### src/rtl/axis_loopback_tester.sv
// AXI-Stream loopback self-test: drives incrementing bursts out on tx
// and checks the same sequence coming back on rx.
module axis_loopback_tester #(
  parameter int unsigned DATA_WIDTH     = 8,
  parameter int unsigned SEED           = 69,
  parameter int unsigned BURST_LEN      = 16,
  parameter int unsigned NUM_BURSTS     = 2,
  parameter int unsigned TIMEOUT_CYCLES = 4096
) (
  input  logic                  sys_clk,
  input  logic                  rst,
  input  logic                  start,
  output logic                  busy,
  output logic                  done,
  output logic                  pass,
  output logic                  timeout,
  output logic [15:0]           error_count,
  output logic [31:0]           first_err_index,
  output logic [DATA_WIDTH-1:0] tx_tdata,
  output logic                  tx_tvalid,
  input  logic                  tx_tready,
  input  logic [DATA_WIDTH-1:0] rx_tdata,
  input  logic                  rx_tvalid,
  output logic                  rx_tready
);

  localparam logic [DATA_WIDTH-1:0] SEED_V = SEED[DATA_WIDTH-1:0];
  localparam logic [DATA_WIDTH-1:0] ONE    = DATA_WIDTH'(1);
  localparam logic [31:0] BL    = BURST_LEN;
  localparam logic [31:0] NB    = NUM_BURSTS;
  localparam logic [31:0] TOTAL = BURST_LEN * NUM_BURSTS;
  localparam logic [31:0] TO    = TIMEOUT_CYCLES;

  typedef enum logic [1:0] {
    S_IDLE,
    S_SEND,
    S_AWAIT,
    S_DONE
  } state_e;

  state_e                state_q, state_d;
  logic [DATA_WIDTH-1:0] tx_q, tx_d;
  logic [DATA_WIDTH-1:0] exp_q, exp_d;
  logic [31:0]           tx_cnt_q, tx_cnt_d;
  logic [31:0]           rx_cnt_q, rx_cnt_d;
  logic [31:0]           rx_tot_q, rx_tot_d;
  logic [31:0]           burst_q, burst_d;
  logic [31:0]           idle_q, idle_d;
  logic [15:0]           err_q, err_d;
  logic [31:0]           first_q, first_d;
  logic                  tmo_q, tmo_d;
  logic                  tx_fire;
  logic                  rx_fire;

  always_comb begin
    state_d  = state_q;
    tx_d     = tx_q;
    exp_d    = exp_q;
    tx_cnt_d = tx_cnt_q;
    rx_cnt_d = rx_cnt_q;
    rx_tot_d = rx_tot_q;
    burst_d  = burst_q;
    idle_d   = idle_q;
    err_d    = err_q;
    first_d  = first_q;
    tmo_d    = tmo_q;

    busy            = (state_q == S_SEND) || (state_q == S_AWAIT);
    done            = (state_q == S_DONE);
    pass            = done && (err_q == 16'd0) && !tmo_q;
    timeout         = tmo_q;
    error_count     = err_q;
    first_err_index = first_q;
    tx_tvalid       = (state_q == S_SEND);
    tx_tdata        = tx_q;
    rx_tready       = busy && (rx_tot_q < TOTAL);
    tx_fire         = tx_tvalid && tx_tready;
    rx_fire         = rx_tready && rx_tvalid;

    // Idle counter runs through SEND too, so the timeout is measured
    // from the last received beat rather than from entering AWAIT.
    if (rx_fire) begin
      exp_d    = exp_q + ONE;
      rx_cnt_d = rx_cnt_q + 32'd1;
      rx_tot_d = rx_tot_q + 32'd1;
      idle_d   = 32'd0;
      if (rx_tdata != exp_q) begin
        if (err_q != 16'hFFFF) err_d = err_q + 16'd1;
        if (first_q == 32'hFFFF_FFFF) first_d = rx_tot_q;
      end
    end else if (busy && (idle_q < TO)) begin
      idle_d = idle_q + 32'd1;
    end

    unique case (state_q)
      S_IDLE, S_DONE: begin
        if (start) begin
          state_d  = S_SEND;
          tx_d     = SEED_V;
          exp_d    = SEED_V;
          tx_cnt_d = 32'd0;
          rx_cnt_d = 32'd0;
          rx_tot_d = 32'd0;
          burst_d  = 32'd0;
          idle_d   = 32'd0;
          err_d    = 16'd0;
          first_d  = 32'hFFFF_FFFF;
          tmo_d    = 1'b0;
        end
      end
      S_SEND: begin
        if (tx_fire) begin
          tx_d     = tx_q + ONE;
          tx_cnt_d = tx_cnt_q + 32'd1;
          if (tx_cnt_q == BL - 32'd1) state_d = S_AWAIT;
        end
      end
      S_AWAIT: begin
        // Early words received during SEND carry over into the next burst.
        if (rx_cnt_d >= BL) begin
          rx_cnt_d = rx_cnt_d - BL;
          if (burst_q == NB - 32'd1) begin
            state_d = S_DONE;
          end else begin
            state_d  = S_SEND;
            burst_d  = burst_q + 32'd1;
            tx_cnt_d = 32'd0;
          end
        end else if (idle_d >= TO) begin
          state_d = S_DONE;
          tmo_d   = 1'b1;
        end
      end
      default: state_d = S_IDLE;
    endcase
  end

  always_ff @(posedge sys_clk) begin
    if (rst) begin
      state_q  <= S_IDLE;
      tx_q     <= SEED_V;
      exp_q    <= SEED_V;
      tx_cnt_q <= 32'd0;
      rx_cnt_q <= 32'd0;
      rx_tot_q <= 32'd0;
      burst_q  <= 32'd0;
      idle_q   <= 32'd0;
      err_q    <= 16'd0;
      first_q  <= 32'hFFFF_FFFF;
      tmo_q    <= 1'b0;
    end else begin
      state_q  <= state_d;
      tx_q     <= tx_d;
      exp_q    <= exp_d;
      tx_cnt_q <= tx_cnt_d;
      rx_cnt_q <= rx_cnt_d;
      rx_tot_q <= rx_tot_d;
      burst_q  <= burst_d;
      idle_q   <= idle_d;
      err_q    <= err_d;
      first_q  <= first_d;
      tmo_q    <= tmo_d;
    end
  end

endmodule

### config.mk
export PLATFORM = sky130hd
export DESIGN_NAME = axis_loopback_tester
export DESIGN_NICKNAME = d
export VERILOG_FILES = /design/src/rtl/axis_loopback_tester.sv
export SDC_FILE = /design/constraint.sdc
export NUM_CORES = 1
export LEC_CHECK = 0
export CAP_MARGIN = 20
export CORE_MARGIN = 2
export CORE_UTILIZATION = 35
export DETAILED_ROUTE_END_ITERATION = 16
export PLACE_DENSITY = 0.58
export SETUP_SLACK_MARGIN = 0.5
export SYNTH_ARGS = -nofsm -noshare
export SYNTH_HDL_FRONTEND = slang
export SYNTH_SLANG_ARGS = --single-unit
### constraint.sdc
create_clock -name sys_clk -period 4.7 [get_ports sys_clk]
set_input_delay 0.94 -clock sys_clk [delete_from_list [all_inputs] [get_ports sys_clk]]
set_output_delay 0.94 -clock sys_clk [all_outputs]
set_load 0.1 [all_outputs]
# Yosys cells after proc, flatten, opt, wreduce, memory -nomap -nowiden
# Cells that the tools add are included.
# W data, S select, Z words.
[op_classes]
addsub = 9
magnitude_cmp = 4
n_eq_ne = 16
mux = 46
reduce_logical = 18
[ops]
columns = ["cell", "count"]
rows = [
  ["$mux W32", 21],
  ["$add A32 B1 Y32 const B", 5],
  ["$pmux W32 S2", 2],
  ["$pmux W32 S3", 1],
  ["$mux W16", 5],
  ["$mux W8", 5],
  ["$eq A32 B1 Y1 const B", 1],
  ["$eq A32 B32 Y1 const B", 1],
  ["$eq A32 B4 Y1 const B", 1],
  ["$ge A32 B13 Y1 const B", 1],
  ["$ge A32 B5 Y1 const B", 1],
  ["$lt A32 B13 Y1 const B", 1],
  ["$lt A32 B6 Y1 const B", 1],
  ["$sub A32 B5 Y32 const B", 1],
  ["$add A16 B1 Y16 const B", 1],
  ["$add A8 B1 Y8 const B", 2],
  ["$logic_not A16 Y1", 1],
  ["$ne A16 B16 Y1 const B", 1],
  ["$pmux W8 S2", 1],
  ["$reduce_and A4 Y1", 4],
  ["$mux W2", 6],
  ["$ne A2 B1 Y1 const B", 4],
  ["$ne A8 B8 Y1", 1],
  ["$logic_and A1 B1 Y1", 6],
  ["13 further kinds", 19],
]
[totals]
ff_bits = 227
elab_cells = 104

# Depth between registers and ports, before layout
# Gate-level depths: netlist of run 1.
[depth]
word_depth = 9
depth_mapped = 19
depth_no_buf = 16

# Worst setup path after synthesis of run 1
# Ideal clock, no wire load.
[synth_timing]
path_type = "register to output"
start = "register state_q[0]"
end = "output port pass"
arrival_time_ns = 4.438
slack_ns = -0.678
stages_incl_launch_ff = 5
path_buffers = 0
cell_sequence = "dfxtp_1 -> ha_1 -> nor4b_1 -> nand4_1 -> nor4_1"
[synth_between]
elab_chain_len = 3
[synth_rtl]
columns = ["item", "line_no", "source"]
rows = [
  ["start: declaration", "41", "state_e state_q, state_d;"],
  ["start signal: assignment", "152", "state_q <= state_d;"],
  ["$eq A2 B2 Y1", "69", "done = (state_q == S_DONE);"],
  ["via done", "14", "output logic done,"],
  ["$logic_and A1 B1 Y1 (2 in a row)", "70", "pass = done && (err_q == 16'd0) && !tmo_q;"],
  ["end: declaration", "15", "output logic pass,"],
]
# The timed path passes the listed nets, and every way through them passes these cells.

# Worst setup path in the final report of run 1
[layout_timing]
start = "register state_q[0]"
end = "register burst_q[31]"
[layout_between]
elab_chain_len = 8
elab_cells_between_ends = 16
[layout_rtl]
columns = ["item", "line_no", "source"]
rows = [
  ["$eq A2 B1 Y1 / $eq A2 B2 Y1 (equally long branches)", "68, 95", ""],
  ["$logic_or A1 B1 Y1", "68", "busy = (state_q == S_SEND) || (state_q == S_AWAIT);"],
  ["$logic_and A1 B1 Y1", "76", "rx_tready = busy && (rx_tot_q < TOTAL);"],
  ["$logic_and A1 B1 Y1", "78", "rx_fire = rx_tready && rx_tvalid;"],
  ["$mux W32", "82", "if (rx_fire) begin"],
  ["$ge A32 B5 Y1", "120", "if (rx_cnt_d >= BL) begin"],
  ["$ne A2 B1 Y1 (no line)", "-", ""],
  ["$reduce_and A4 Y1 (no line)", "-", ""],
  ["end signal: assignment", "158", "burst_q <= burst_d;"],
  ["end: declaration", "47", "logic [31:0] burst_q, burst_d;"],
]
# Parallel ways exist; a longest one is shown, timed or not.
# A chain may end at the register's enable or synchronous reset.

==> results.json, run 1 <==
{
  "status": "finished clean",
  "cts_sinks": 227,
  "first_iter_violations": 663,
  "ys_types": 72,
  "port_buffers": 74,
  "hold_path_class": "reg2reg",
  "cp_cell_sequence": "inv_1 > ha_4 > nor4_4 > nand4_1 > buf_4 > buf_4 > buf_4 > nor4_1 > xor2_1 > nor4_1 > buf_4 > nand4_1 > nor3_4 > buf_6 > buf_12 > or3_4 > or3_1 > a21oi_1",
  "required_ns": 5.16,
  "cts_tree": "done",
  "seq_power_share": 0.337,
  "whs_ns": 0.4521,
  "finalCritPeriodShare": 0.8579,
  "holdPathStages": 2,
  "tightestPinTransition_ns": 0.9881,
  "p_switching_w": 0.002568,
  "track_usage": 0.1696,
  "synth_nets": 1376,
  "path_clk_slew_ns": 0.06,
  "slew_violations": 0,
  "area_growth_pct": 21.71,
  "crit_path_end_kind": "register",
  "dieHeight_um": 182.5,
  "row_count": 65,
  "arrival_ns": 4.50,
  "cp_common_cell": "buf_4",
  "clockBufferDepth": 3,
  "power.density_nw_per_um2": 478.7,
  "gr-total-overflow": 0,
  "antenna_found_initial": 0,
  "ys_ff_latch": 227,
  "grt_pass1_vias": 9223,
  "dieArea_um2": 33290,
  "ir_drop_mv": 0.6165,
  "vias_per_cell": 5.278,
  "route.detailed.drc": 0,
  "coreArea_um2": 31470,
  "drive_above_1_share": 0.1002,
  "finClkSkew_ns": 0.01107,
  "yosysSeqAreaShare": 0.4077,
  "wl_per_cell_um": 15.30,
  "htreeDepth": 1,
  "crit_cells": 18,
  "rsz0062_at_grt": "false",
  "yosysTopAreaCellShare": 0.4077,
  "worst_slack_ns": 0.6680,
  "antennaDiodeCount": 0,
  "wl_mm": 28.44,
  "dp_slack_ns": -0.0006608,
  "leakagePower_nw": 5.011,
  "synth_most_common_cell": "dfxtp_1",
  "synthFlopType": "dfxtp_1",
  "root_buffer": "clkbuf_16",
  "critPathTopFamily": "simple AND/OR/NAND/NOR gates",
  "ant_nets": 0,
  "fp.dieW_um": 182.5,
  "synth_area_um2": 11150,
  "internal_power_w": 0.003926,
  "power_frac_clock": 0.329,
  "n_fill_cell": 3083,
  "slew_headroom": 0.3392,
  "synth_area_leaders": "dfxtp_1, nand2_1, xnor2_1, nor2_1, xor2_1",
  "swShare": 0.3955,
  "netlist_instances": 1347,
  "setup_tns_ns": 0,
  "async_flop_share": 0,
  "cts_buffers": 27,
  "hold_viol": 0,
  "initial_core_util": 0.3542,
  "synthTopCellsByCount": "dfxtp_1, nand2_1, nor2_1",
  "worst-r2r-cell-count": 18,
  "critPathMaxFanout": 14,
  "maxCapViolCount": 0,
  "dr.pass1.iters": 5,
  "grt_pass1_wl_mm": 47.23,
  "fmax_mhz": 248.0,
  "setup_viol": 0,
  "clock_latency_ns": 0.54,
  "synth_area_per_cell_um2": 8.275,
  "postCtsHoldBufs": 0,
  "yosysWarningCount": 0,
  "yosysTopAreaCell": "dfxtp_1",
  "max_stage_delay_ns": 0.47,
  "crit_type": "reg2reg",
  "grt_start_max_net_pins": 64,
  "io_pins": 75,
  "cp_slowest_cell": "nor4_1",
  "crit_buf_inv": 7,
  "vias": 9812,
  "startpoint_type": "register",
  "p_comb_frac": 0.334,
  "period_needed_ns": 4.032,
  "synth_edf_count": 0,
  "hpwl_mm": 19.80,
  "final_nets": 1466,
  "gp_congestion": 0.9702
}
[area by class of cell]
| class | instances | area, um^2 | share of cell area |
|---|---|---|---|
| clock buffer | 37 | 773.2 | 0.05700 |
| clock inverter | 12 | 146.4 | 0.01079 |
| inverter | 33 | 123.9 | 0.009130 |
| tap | 402 | 503.0 | 0.03707 |
| sequential | 227 | 4548 | 0.3352 |
| timing repair buffer | 123 | 1135 | 0.08365 |
| multi-input combinational | 1025 | 6337 | 0.4671 |
[power by group through the flow]
stage / registers, W / logic, W / clock network (W)
detailed placement: 0.00222 / 0.00214 / 0
CTS: 0.00219 / 0.00216 / 0.00220
global route: 0.00221 / 0.00232 / 0.00228
global placement: 0.00222 / 0.00212 / 0
floorplan: 0.00304 / 0.000773 / 0
finish: 0.00219 / 0.00217 / 0.00214
[layout by cell type (no fill, tap or decap), drive strengths merged, types with 4 or more instances in the layout]
cell and n:
ha 16, xnor2 72, nor2 149, nand3 52
and4 14, nor3b 9, clkbuf 37, o22ai 8
a31oi 10, nand4 68, mux2i 5, o211ai 4
xor2 49, nand2b 7, dfxtp 227, a21oi 47
buf 51, clkdlybuf4s50 72, o21a 6, nor3 43
and2 38, inv 36, and3 53, nor4b 9
or2 4, nor4 54, nand2 172, or4 13
a211oi 5, o21ai 51, clkinv 6, or3 23
o31ai 9
[metrics by stage]
| stage | instance area, um^2 | total power, W | util | instances |
|---|---|---|---|---|
| after floorplan | 11160 | 0.003809 | - | 1347 |
| after global placement | 12440 | 0.004342 | 0.3952 | 1797 |
| after detailed placement | 12450 | 0.004361 | 0.3956 | 1798 |
| after CTS | 13460 | 0.006547 | 0.4277 | 1854 |
| after global routing | 13570 | 0.006798 | 0.4310 | 1859 |
| final | 13570 | 0.006494 | 0.4310 | 1859 |
[logic make-up (layout without fill, tap and decap cells)]
logic type	after synthesis	in the layout	synth area share
adder cells (fa/ha/maj)	16	16	0.01796
multiplexers	6	6	0.005500
XOR/XNOR	121	121	0.09507
AO/OA/AOI/OAI	165	165	0.09227
buffers and inverters	95	205	0.03569
AND/OR/NAND/NOR	717	717	0.3458
flip-flops	227	227	0.4077
[flip-flops by register name, summed over array words and instances, names as in the netlist]
name,cells
rx_cnt_q,32
tx_tdata,8
timeout,1
rx_tot_q,32
error_count,16
exp_q,8
state_q,2
idle_q,32
tx_cnt_q,32
burst_q,32
first_err_index,32
[what timing repair did]
action                     CTS  global route
gates resized for setup      7            13
pin swaps                    7             9
setup endpoints to repair   54            84
setup buffers                7             5
[final timing paths]
path	start	slack (ns)	to
worst max-delay path	state_q[0]$_SDFFE_PP0P_	0.67	burst_q[31]$_SDFFE_PP0P_
worst min-delay path	idle_q[12]$_SDFF_PP0_	0.45	idle_q[12]$_SDFF_PP0_
worst max register to register	state_q[0]$_SDFFE_PP0P_	0.67	burst_q[31]$_SDFFE_PP0P_
worst min register to register	idle_q[12]$_SDFF_PP0_	0.45	idle_q[12]$_SDFF_PP0_
[metal layers]
layer | global-route usage | share of wire | wire length, um | up-vias
li1 | - | - | - | 4973
met1 | 0.2401 | 0.49 | 13820 | 4538
met2 | 0.2605 | 0.43 | 12150 | 251
met3 | 0.03492 | 0.062 | 1751 | 50
met4 | 0.04806 | 0.025 | 724 | 0
met5 | 0 | 0 | 0 | -
[tightest hold or removal path: stages, from the launching register on]
cell and delay [ns]:
dfxtp_1 0.31, inv_1 0.05, a21oi_1 0.05
Power figures use the tool's default switching activity.
==> inputs of run 2 (changes only) <==
--- a/config.mk
+++ b/config.mk
@@ -10,6 +10,7 @@
 export CORE_UTILIZATION = 35
 export DETAILED_ROUTE_END_ITERATION = 16
 export PLACE_DENSITY = 0.58
+export REMOVE_ABC_BUFFERS = 1
 export SETUP_SLACK_MARGIN = 0.5
 export SYNTH_ARGS = -nofsm -noshare
 export SYNTH_HDL_FRONTEND = slang
==> run 2 against run 1 <==
Effect of this change:
- clock-buffer cell count is 1 lower
- critical path depth grew 2
- utilization up 0.13 points
- flip-flop and latch count unchanged
- non-clock buffer count is the same
- critical endpoint unchanged
- design area grew 0.29%
- global-route usage rose by 0.41 points
- via count rose by 1.4%
- clock power about the same
==> results.json, run 2 (same netlist as run 1, synthesis figures left out) <==
{
  "status": "finished clean",
  "io_pins": 75,
  "first_iter_violations": 747,
  "antenna_found_initial": 0,
  "port_buffers": 74,
  "arrival_ns": 4.51,
  "wl_mm": 29.49,
  "hold_viol": 0,
  "critical_path.startpoint": "state_q[0]$_SDFFE_PP0P_",
  "grt_pass1_wl_mm": 48.60,
  "cp_cell_sequence": "inv_1 > ha_4 > nor4_4 > buf_4 > and2_4 > and3_4 > and4_4 > xnor2_2 > buf_4 > inv_1 > ha_1 > inv_1 > a211oi_4 > nand4bb_2 > nor3_4 > buf_6 > buf_8 > or3_4 > or3_1 > a21oi_1",
  "period_needed_ns": 4.034,
  "swShare": 0.3971,
  "final_cell_mix": "dfxtp_1, nand2_1, nor2_1",
  "crit_end": "burst_q[31]$_SDFFE_PP0P_",
  "crit_type": "reg2reg",
  "drive_above_1_share": 0.09821,
  "place_inst": 1799,
  "fp.dieW_um": 182.5,
  "area_growth_pct": 22.07,
  "n_fill_cell": 3112,
  "root_buffer": "clkbuf_16",
  "hpwl_mm": 20.32,
  "slew_violations": 0,
  "r2r-start": "state_q[0]$_SDFFE_PP0P_",
  "cp_slowest_cell": "or3_4",
  "wl_per_cell_um": 15.87,
  "initial_core_util": 0.3542,
  "rsz0062_at_grt": "true",
  "final_common_cell": "dfxtp_1",
  "fmax_mhz": 247.9,
  "ir_drop_mv": 0.4528,
  "grt_pass1_vias": 9303,
  "leakagePower_nw": 5.006,
  "clock_latency_ns": 0.54,
  "vias": 9945,
  "cp_common_cell": "inv_1",
  "clockBufferDepth": 3,
  "dr.pass1.iters": 5,
  "finish.instance_area_um2": 13610,
  "finalCritPeriodShare": 0.8584,
  "critPathMaxFanout": 8,
  "rrSetupSlack_ns": 0.67,
  "timing.rr.end": "burst_q[31]$_SDFFE_PP0P_",
  "p_switching_w": 0.002575,
  "power.density_nw_per_um2": 476.5,
  "final_nets": 1465,
  "htreeDepth": 1,
  "cts_tree": "done",
  "finClkSkew_ns": 0.01172,
  "cts_buffers": 26,
  "p_comb_frac": 0.338,
  "maxCapViolCount": 0,
  "internal_power_w": 0.003909,
  "worst-r2r-cell-count": 20,
  "max_stage_delay_ns": 0.41,
  "row_count": 65,
  "layout.cells.non_filler": 1858,
  "setup_viol": 0,
  "power_frac_clock": 0.325,
  "dieArea_um2": 33290,
  "startpoint_type": "register",
  "dpl-instance-area_um2": 12480,
  "slew_headroom": 0.3390,
  "antennaDiodeCount": 0,
  "ant_nets": 0,
  "seq_power_share": 0.337,
  "hold_path_class": "reg2reg",
  "dieHeight_um": 182.5,
  "track_usage": 0.1737,
  "coreArea_um2": 31470,
  "gp_congestion": 0.9028,
  "route.detailed.drc": 0,
  "vias_per_cell": 5.353,
  "grt_start_max_net_pins": 86,
  "postCtsHoldBufs": 0,
  "required_ns": 5.17,
  "tightestPinTransition_ns": 0.9884,
  "gr-total-overflow": 0,
  "cts_sinks": 227,
  "crit_path_end_kind": "register",
  "path_clk_slew_ns": 0.06
}
-- run 2: cell types whose count changed in the layout (fill, tap and decap cells not counted), sizes merged --
cell | before | now
clkinvlp | 0 | 2
clkinv | 6 | 7
buf | 51 | 50
inv | 36 | 33
-- run 2: stage by stage --
step / power (W) / util / hold slack [ns] / setup WS [ns] / setup TNS, ns
6_report: 0.006484 / 0.4323 / 0.4499 / 0.6656 / 0
3_3_place_gp: 0.004337 / 0.3951 / 0.4443 / 0.009931 / 0
5_1_grt: 0.006778 / 0.4323 / 0.4803 / 0.4616 / 0
3_5_place_dp: 0.004368 / 0.3964 / 0.4488 / 0.07992 / 0
4_1_cts: 0.006511 / 0.4271 / 0.4579 / 0.5443 / 0
2_1_floorplan: 0.003771 / - / 0.4252 / -0.8322 / -33.10
-- run 2: area by class of cell --
| type | count | area (um^2) | share of cell area |
|---|---|---|---|
| Timing Repair Buffer | 123 | 1212 | 0.08910 |
| Multi-Input combinational cell | 1025 | 6316 | 0.4642 |
| Clock buffer | 36 | 748.2 | 0.05499 |
| Tap cell | 402 | 503.0 | 0.03697 |
| Clock inverter | 12 | 155.1 | 0.01140 |
| Sequential cell | 227 | 4548 | 0.3343 |
| Inverter | 33 | 123.9 | 0.009103 |
-- run 2: worst max-delay path, delay by kind of cell (launching register included) --
family	cells	cell delay, ns
DFF	1	0.37
and+or+nand+nor	8	1.84
AOI/OAI and AO/OA	2	0.47
adders and majority gates	2	0.39
xor gates and xnor gates	1	0.07
buffers and inverters	7	0.84
-- run 2: power by group through the flow --
stage                     registers, W  logic (W)  clock network (W)
after global placement         0.00222    0.00212                  0
after floorplan                0.00304   0.000734                  0
after detailed placement       0.00222    0.00215                  0
after CTS                      0.00218    0.00216            0.00217
after global routing           0.00220    0.00234            0.00224
final                          0.00218    0.00219            0.00211
-- run 2: timing repair --
action	4_1_cts	5_1_grt
setup endpoints to repair	26	68
setup buffers	2	7
pin swaps	2	11
cloned	1	1
gates resized for setup	4	17
-- run 2: worst min-delay path by stage --
stage                     slack [ns]                           start                              to  cells after the start
final                           0.45           idle_q[12]$_SDFF_PP0_           idle_q[12]$_SDFF_PP0_                      2
after global routing            0.48  first_err_index[29]$_SDFF_PP1_  first_err_index[29]$_SDFF_PP1_                      2
after CTS                       0.46           idle_q[12]$_SDFF_PP0_           idle_q[12]$_SDFF_PP0_                      2
after detailed placement        0.45           idle_q[12]$_SDFF_PP0_           idle_q[12]$_SDFF_PP0_                      2
after global placement          0.44           idle_q[12]$_SDFF_PP0_           idle_q[12]$_SDFF_PP0_                      2
after floorplan                 0.43           idle_q[12]$_SDFF_PP0_           idle_q[12]$_SDFF_PP0_                      2
-- run 2: per-layer routing --
metal	routed length [um]	track usage
met2	13130	0.2771
met5	0	0
met4	620	0.04419
met3	1318	0.02115
met1	14420	0.2484
==> inputs of run 3 (changes only) <==
--- a/config.mk
+++ b/config.mk
@@ -7,11 +7,12 @@
 export LEC_CHECK = 0
 export CAP_MARGIN = 20
 export CORE_MARGIN = 2
-export CORE_UTILIZATION = 35
+export CORE_UTILIZATION = 29
 export DETAILED_ROUTE_END_ITERATION = 16
-export PLACE_DENSITY = 0.58
+export PLACE_DENSITY = 0.51
 export REMOVE_ABC_BUFFERS = 1
 export SETUP_SLACK_MARGIN = 0.5
 export SYNTH_ARGS = -nofsm -noshare
 export SYNTH_HDL_FRONTEND = slang
 export SYNTH_SLANG_ARGS = --single-unit
+export TNS_END_PERCENT = 100
==> run 3 against run 2 <==
Effect of this change:
- largest power group is now the clock network
- non-clock buffer count is 2 lower
- total power is 3.5% higher
- clock power is 11% higher
- clock-buffer cell count is 2 lower
- critical path type unchanged
- maximum frequency is 0.29% higher
- critical endpoint is now rx_cnt_q[27]$_SDFF_PP0_
- worst hold slack better by 0.0080 ns
- sequential power hardly changed
- clock skew is 0.0042 ns higher
==> results.json, run 3 (same netlist as run 1, synthesis figures left out) <==
{
  "root_buffer": "clkbuf_16",
  "area_growth_pct": 23.82,
  "hold_viol": 0,
  "fp.dieW_um": 200.1,
  "internal_power_w": 0.004103,
  "gp_congestion": 0.9127,
  "ir_drop_mv": 0.4075,
  "setup_viol": 0,
  "utilization": 0.3656,
  "totalPowerFinal_w": 0.006711,
  "finalCritPeriodShare": 0.8559,
  "row_count": 71,
  "wl_mm": 30.45,
  "first_iter_violations": 626,
  "slew_headroom": 0.3200,
  "rrSetupSlack_ns": 0.68,
  "dieArea_um2": 40020,
  "coreArea_um2": 37760,
  "clockBufferDepth": 3,
  "final_common_cell": "dfxtp_1",
  "cts_sinks": 227,
  "postCtsHoldBufs": 0,
  "clock_latency_ns": 0.55,
  "worst-r2r-cell-count": 12,
  "ant_nets": 0,
  "arrival_ns": 4.50,
  "swShare": 0.3887,
  "min_from": "first_err_index[23]$_SDFF_PP1_",
  "critPathMaxFanout": 18,
  "dieHeight_um": 200.1,
  "finClkSkew_ns": 0.01594,
  "r2r-start": "rx_cnt_q[6]$_SDFF_PP0_",
  "track_usage": 0.1519,
  "crit_path_end_kind": "register",
  "initial_core_util": 0.2952,
  "leakagePower_nw": 5.036,
  "place_inst": 1906,
  "rsz0062_at_grt": "false",
  "io_pins": 75,
  "tightestPinTransition_ns": 1.017,
  "port_buffers": 74,
  "cts_tree": "done",
  "hold_path_class": "reg2reg",
  "gr-total-overflow": 0,
  "route.detailed.drc": 0,
  "maxCapViolCount": 0,
  "antennaDiodeCount": 0,
  "final_nets": 1465,
  "htreeDepth": 1,
  "required_ns": 5.18,
  "power.density_nw_per_um2": 486.2,
  "p_switching_w": 0.002608,
  "n_fill_cell": 3850,
  "timing.rr.end": "rx_cnt_q[27]$_SDFF_PP0_",
  "fmax_mhz": 248.6,
  "grt_pass1_vias": 9170,
  "critical_path.startpoint": "rx_cnt_q[6]$_SDFF_PP0_",
  "crit_end": "rx_cnt_q[27]$_SDFF_PP0_",
  "path_clk_slew_ns": 0.06,
  "grt_pass1_wl_mm": 49.48,
  "crit_type": "reg2reg",
  "seq_power_share": 0.326,
  "layout.cells.non_filler": 1966,
  "p_comb_frac": 0.324,
  "final_cell_mix": "dfxtp_1, nand2_1, nor2_1",
  "vias_per_cell": 5.063,
  "vias": 9953,
  "slew_violations": 0,
  "dr.pass1.iters": 5,
  "status": "finished clean",
  "startpoint_type": "register",
  "power_frac_clock": 0.350,
  "drive_above_1_share": 0.09828,
  "grt_start_max_net_pins": 84,
  "cts_buffers": 28,
  "wl_per_cell_um": 15.49,
  "antenna_found_initial": 0,
  "period_needed_ns": 4.023,
  "whs_ns": 0.4579,
  "hpwl_mm": 20.72
}
run 3: per-stage QoR:
| stage | TNS [ns] | area, um^2 | setup slack, ns |
|---|---|---|---|
| after floorplan | -33.10 | 10870 | -0.8322 |
| after global placement | 0 | 12560 | 0.1448 |
| after detailed placement | 0 | 12560 | 0.1216 |
| after CTS | 0 | 13640 | 0.5277 |
| after global routing | 0 | 13800 | 0.4758 |
| final | 0 | 13800 | 0.6775 |
run 3: power by group through the flow:
stage / Combinational, W / Clock, W / Sequential [W]
2_1_floorplan: 0.000734 / 0 / 0.00304
3_3_place_gp: 0.00214 / 0 / 0.00223
3_5_place_dp: 0.00215 / 0 / 0.00223
4_1_cts: 0.00217 / 0.00240 / 0.00219
5_1_grt: 0.00233 / 0.00248 / 0.00221
6_report: 0.00217 / 0.00235 / 0.00219
run 3: repair_timing:
action | in CTS | in global routing
endpoints found under the setup margin | 6 | 76
pin swaps | 3 | 9
endpoints found under the hold margin | 0 | 0
gates resized for setup | 2 | 17
setup buffers | 1 | 7
cloned | 2 | 1
run 3: how the worst min path moves through the flow:
stage                                           to  depth (start not counted)
CTS                  first_err_index[6]$_SDFF_PP1_                          2
global route         first_err_index[6]$_SDFF_PP1_                          2
finish              first_err_index[23]$_SDFF_PP1_                          2
detailed placement  first_err_index[10]$_SDFF_PP1_                          2
global placement    first_err_index[10]$_SDFF_PP1_                          2
floorplan                    idle_q[12]$_SDFF_PP0_                          2
run 3: per-layer routing:
metal / vias up / GRT usage / share of wire
met5: - / 0 / 0
met4: 0 / 0.03594 / 0.019
met1: 4735 / 0.2122 / 0.48
met3: 41 / 0.02722 / 0.051
met2: 195 / 0.2427 / 0.45
li1: 4982 / - / -
run 3: cell type report:
class / instances / area, um^2 / area share
multi-input cells: 1025 / 6306 / 0.4569
repair buffers: 121 / 1179 / 0.08540
clock inverters: 15 / 241.5 / 0.01750
clock buffers: 34 / 764.5 / 0.05539
inverters: 33 / 123.9 / 0.008975
flip-flops and latches: 227 / 4548 / 0.3295
well taps: 511 / 639.4 / 0.04632
run 3: worst max-delay path: stages (launching register included):
cell,delay [ns]
dfxtp_1,0.60
nand4_4,0.23
nor4_2,0.56
nand4_1,0.39
xnor2_1,0.43
nor4_1,0.09
buf_4,0.18
and2_1,0.23
nand4_4,0.12
buf_4,0.27
nand3_4,0.16
or4b_1,0.54
a31oi_1,0.16
==> patch: new RTL, flow settings as in run 1 <==
Encoding of `state_e`: now one-hot (4 bits for 4 states).
--- a/src/rtl/axis_loopback_tester.sv
+++ b/src/rtl/axis_loopback_tester.sv
@@ -31,11 +31,11 @@
   localparam logic [31:0] TOTAL = BURST_LEN * NUM_BURSTS;
   localparam logic [31:0] TO    = TIMEOUT_CYCLES;
 
-  typedef enum logic [1:0] {
-    S_IDLE,
-    S_SEND,
-    S_AWAIT,
-    S_DONE
+  typedef enum logic [3:0] {
+    S_IDLE  = 4'b0001,
+    S_SEND  = 4'b0010,
+    S_AWAIT = 4'b0100,
+    S_DONE  = 4'b1000
   } state_e;
 
   state_e                state_q, state_d;
Behaviour: no difference found for any inputs over 4 cycles, from zero or initial values and one cycle with rst high; so few cycles prove little.
==> patch against run 1 <==
  * Non-clock buffer count down 11
  * Area after synthesis grew 1.3%
  * Via count is 1.6% lower
  * Routed wire length grew 0.23%
  * Setup slack better by 0.018 ns
  * Clock skew shrank 0.0015 ns
  * Power down 17%
  * Final area shrank 0.75%
  * Final cell count shrank 2.7%
  * Global-route usage barely moved
  * Synthesized cell count shrank 1.9%
  * Sequential cell count up 2
  * Sequential power is 7% lower
  * Clock power is 2% lower
==> patch: results (changes against run 1) <==
* Outcome: complete, no violations
* CP max FO at 19 (+5)
* Leakage at 5.06 nW (+0.93%)
* Pin count of the biggest net entering global routing at 90 (+41%)
* Max rail drop VDD at 0.538 mV (-13%)
* Iter 0 DRT Violations at 526 (-21%)
* Psw at 1.77 mW (-31%)
* Routed wire per std cell at 15.8 um (+3.1%)
* CP arrival at 4.48 ns (-0.02 ns)
* Number of distinct library cells after synthesis at 77 (+6.9%)
* Fillcell total at 3123 (+1.3%)
* Top delay family on crit path: simple AND/OR/NAND/NOR gates
* Worst Hold Margin at 0.456 ns (+0.00415 ns)
* Tot GR Track Use at 16.9% (-0.038 points)
* Vias in the first global route at 9233 (+0.11%)
* Nets at 1411 (-3.8%)
* Final Skew at 0.00955 ns (-0.00152 ns)
* Worst hold endpoint: rx_tot_q[30]$_SDFF_PP0_
* Top post-synthesis cells by count: 229 x dfxtp_1, 144 x nand2_1, 115 x nor2_1
* Origin of the worst min-delay path: rx_tot_q[30]$_SDFF_PP0_
* Seq/Total Area, Yosys at 40.6% (-0.16 points)
* FF-to-FF path depth at 13 (-5)
* Slowest CP cell: clkdlybuf4s50_1
* Placer congestion estimate at 0.858 (-12%)
* Syn_nets at 1346 (-2.2%)
* First-pass GRT wire length at 47800 um (+1.1%)
* Via/cell ratio at 5.34 (+1.2%)
* Post-DP HPWL at 19300 um (-2.6%)
* Hold Path Cell Cnt at 1 (-1)
* Number of buffers created by CTS at 26 (-3.7%)
* Area contributors post-synth: dfxtp_1 41%, xor2_1 7.0%, nand2_1 4.8%
* Asr flop ratio synth at 0% (unchanged)
* Crit Reg-Reg Startpoint: rx_cnt_q[8]$_SDFF_PP0_
* Warnings, synthesis at 0 (unchanged)
* Crit path from: rx_tvalid
* Diode count at 0 (unchanged)
* Share of layout cells above drive strength 1 at 9.46% (-0.56 points)
* End point of the critical path: burst_q[28]$_SDFFE_PP0P_
* Post-DP Area at 12500 um2 (+0.68%)
==> patch: power by group through the flow <==
stage / logic [mW] / registers, mW / clock network [mW]
2_1_floorplan: 0.700 / 2.23 / 0
3_5_place_dp: 1.23 / 2.08 / 0
5_1_grt: 1.33 / 2.05 / 2.24
6_report: 1.22 / 2.04 / 2.10
3_3_place_gp: 1.22 / 2.08 / 0
4_1_cts: 1.23 / 2.04 / 2.17
==> patch: cells by family (layout without fill, tap and decap cells) <==
logic type	after synthesis	in the layout	synth area share, %
flops	229	229	40.6
fa+ha+maj	12	12	1.33
mux	11	11	0.975
compound gates	194	194	12.2
simple gates	643	643	30.5
xor+xnor	137	137	10.7
buf+inv	95	180	3.77
==> patch: per-layer routing <==
metal | global-route usage [%] | vias to the layer above | routed length [um]
li1 | - | 4866 | -
met1 | 23.7 | 4523 | 13700
met2 | 26.2 | 222 | 12500
met3 | 3.47 | 48 | 1700
met4 | 4.86 | 0 | 629
met5 | 0 | - | 0
==> patch: layout make-up <==
type                    instances  area (um2)  area share, %
multi-input cells             997        6320           46.9
flip-flops and latches        229        4590           34.1
repair buffers                112        1090           8.08
clock buffers                  37         753           5.59
well taps                     402         503           3.74
clock inverters                11         140           1.04
inverters                      20        75.1          0.558
==> patch: what timing repair did <==
item,CTS,global route
setup endpoints to repair,0,6
gates resized for setup,0,7
buffers inserted,0,2
hold buffers,0,0
==> patch: stage by stage <==
step / std cells / setup slack (ns) / power, mW / utilization, %
global placement: 1758 / 0.144 / 3.31 / 39.6
CTS: 1806 / 0.624 / 5.44 / 42.5
finish: 1808 / 0.686 / 5.37 / 42.6
global route: 1808 / 0.463 / 5.62 / 42.6
detailed placement: 1758 / 0.0687 / 3.31 / 39.6
floorplan: 1321 / 0.576 / 2.93 / -
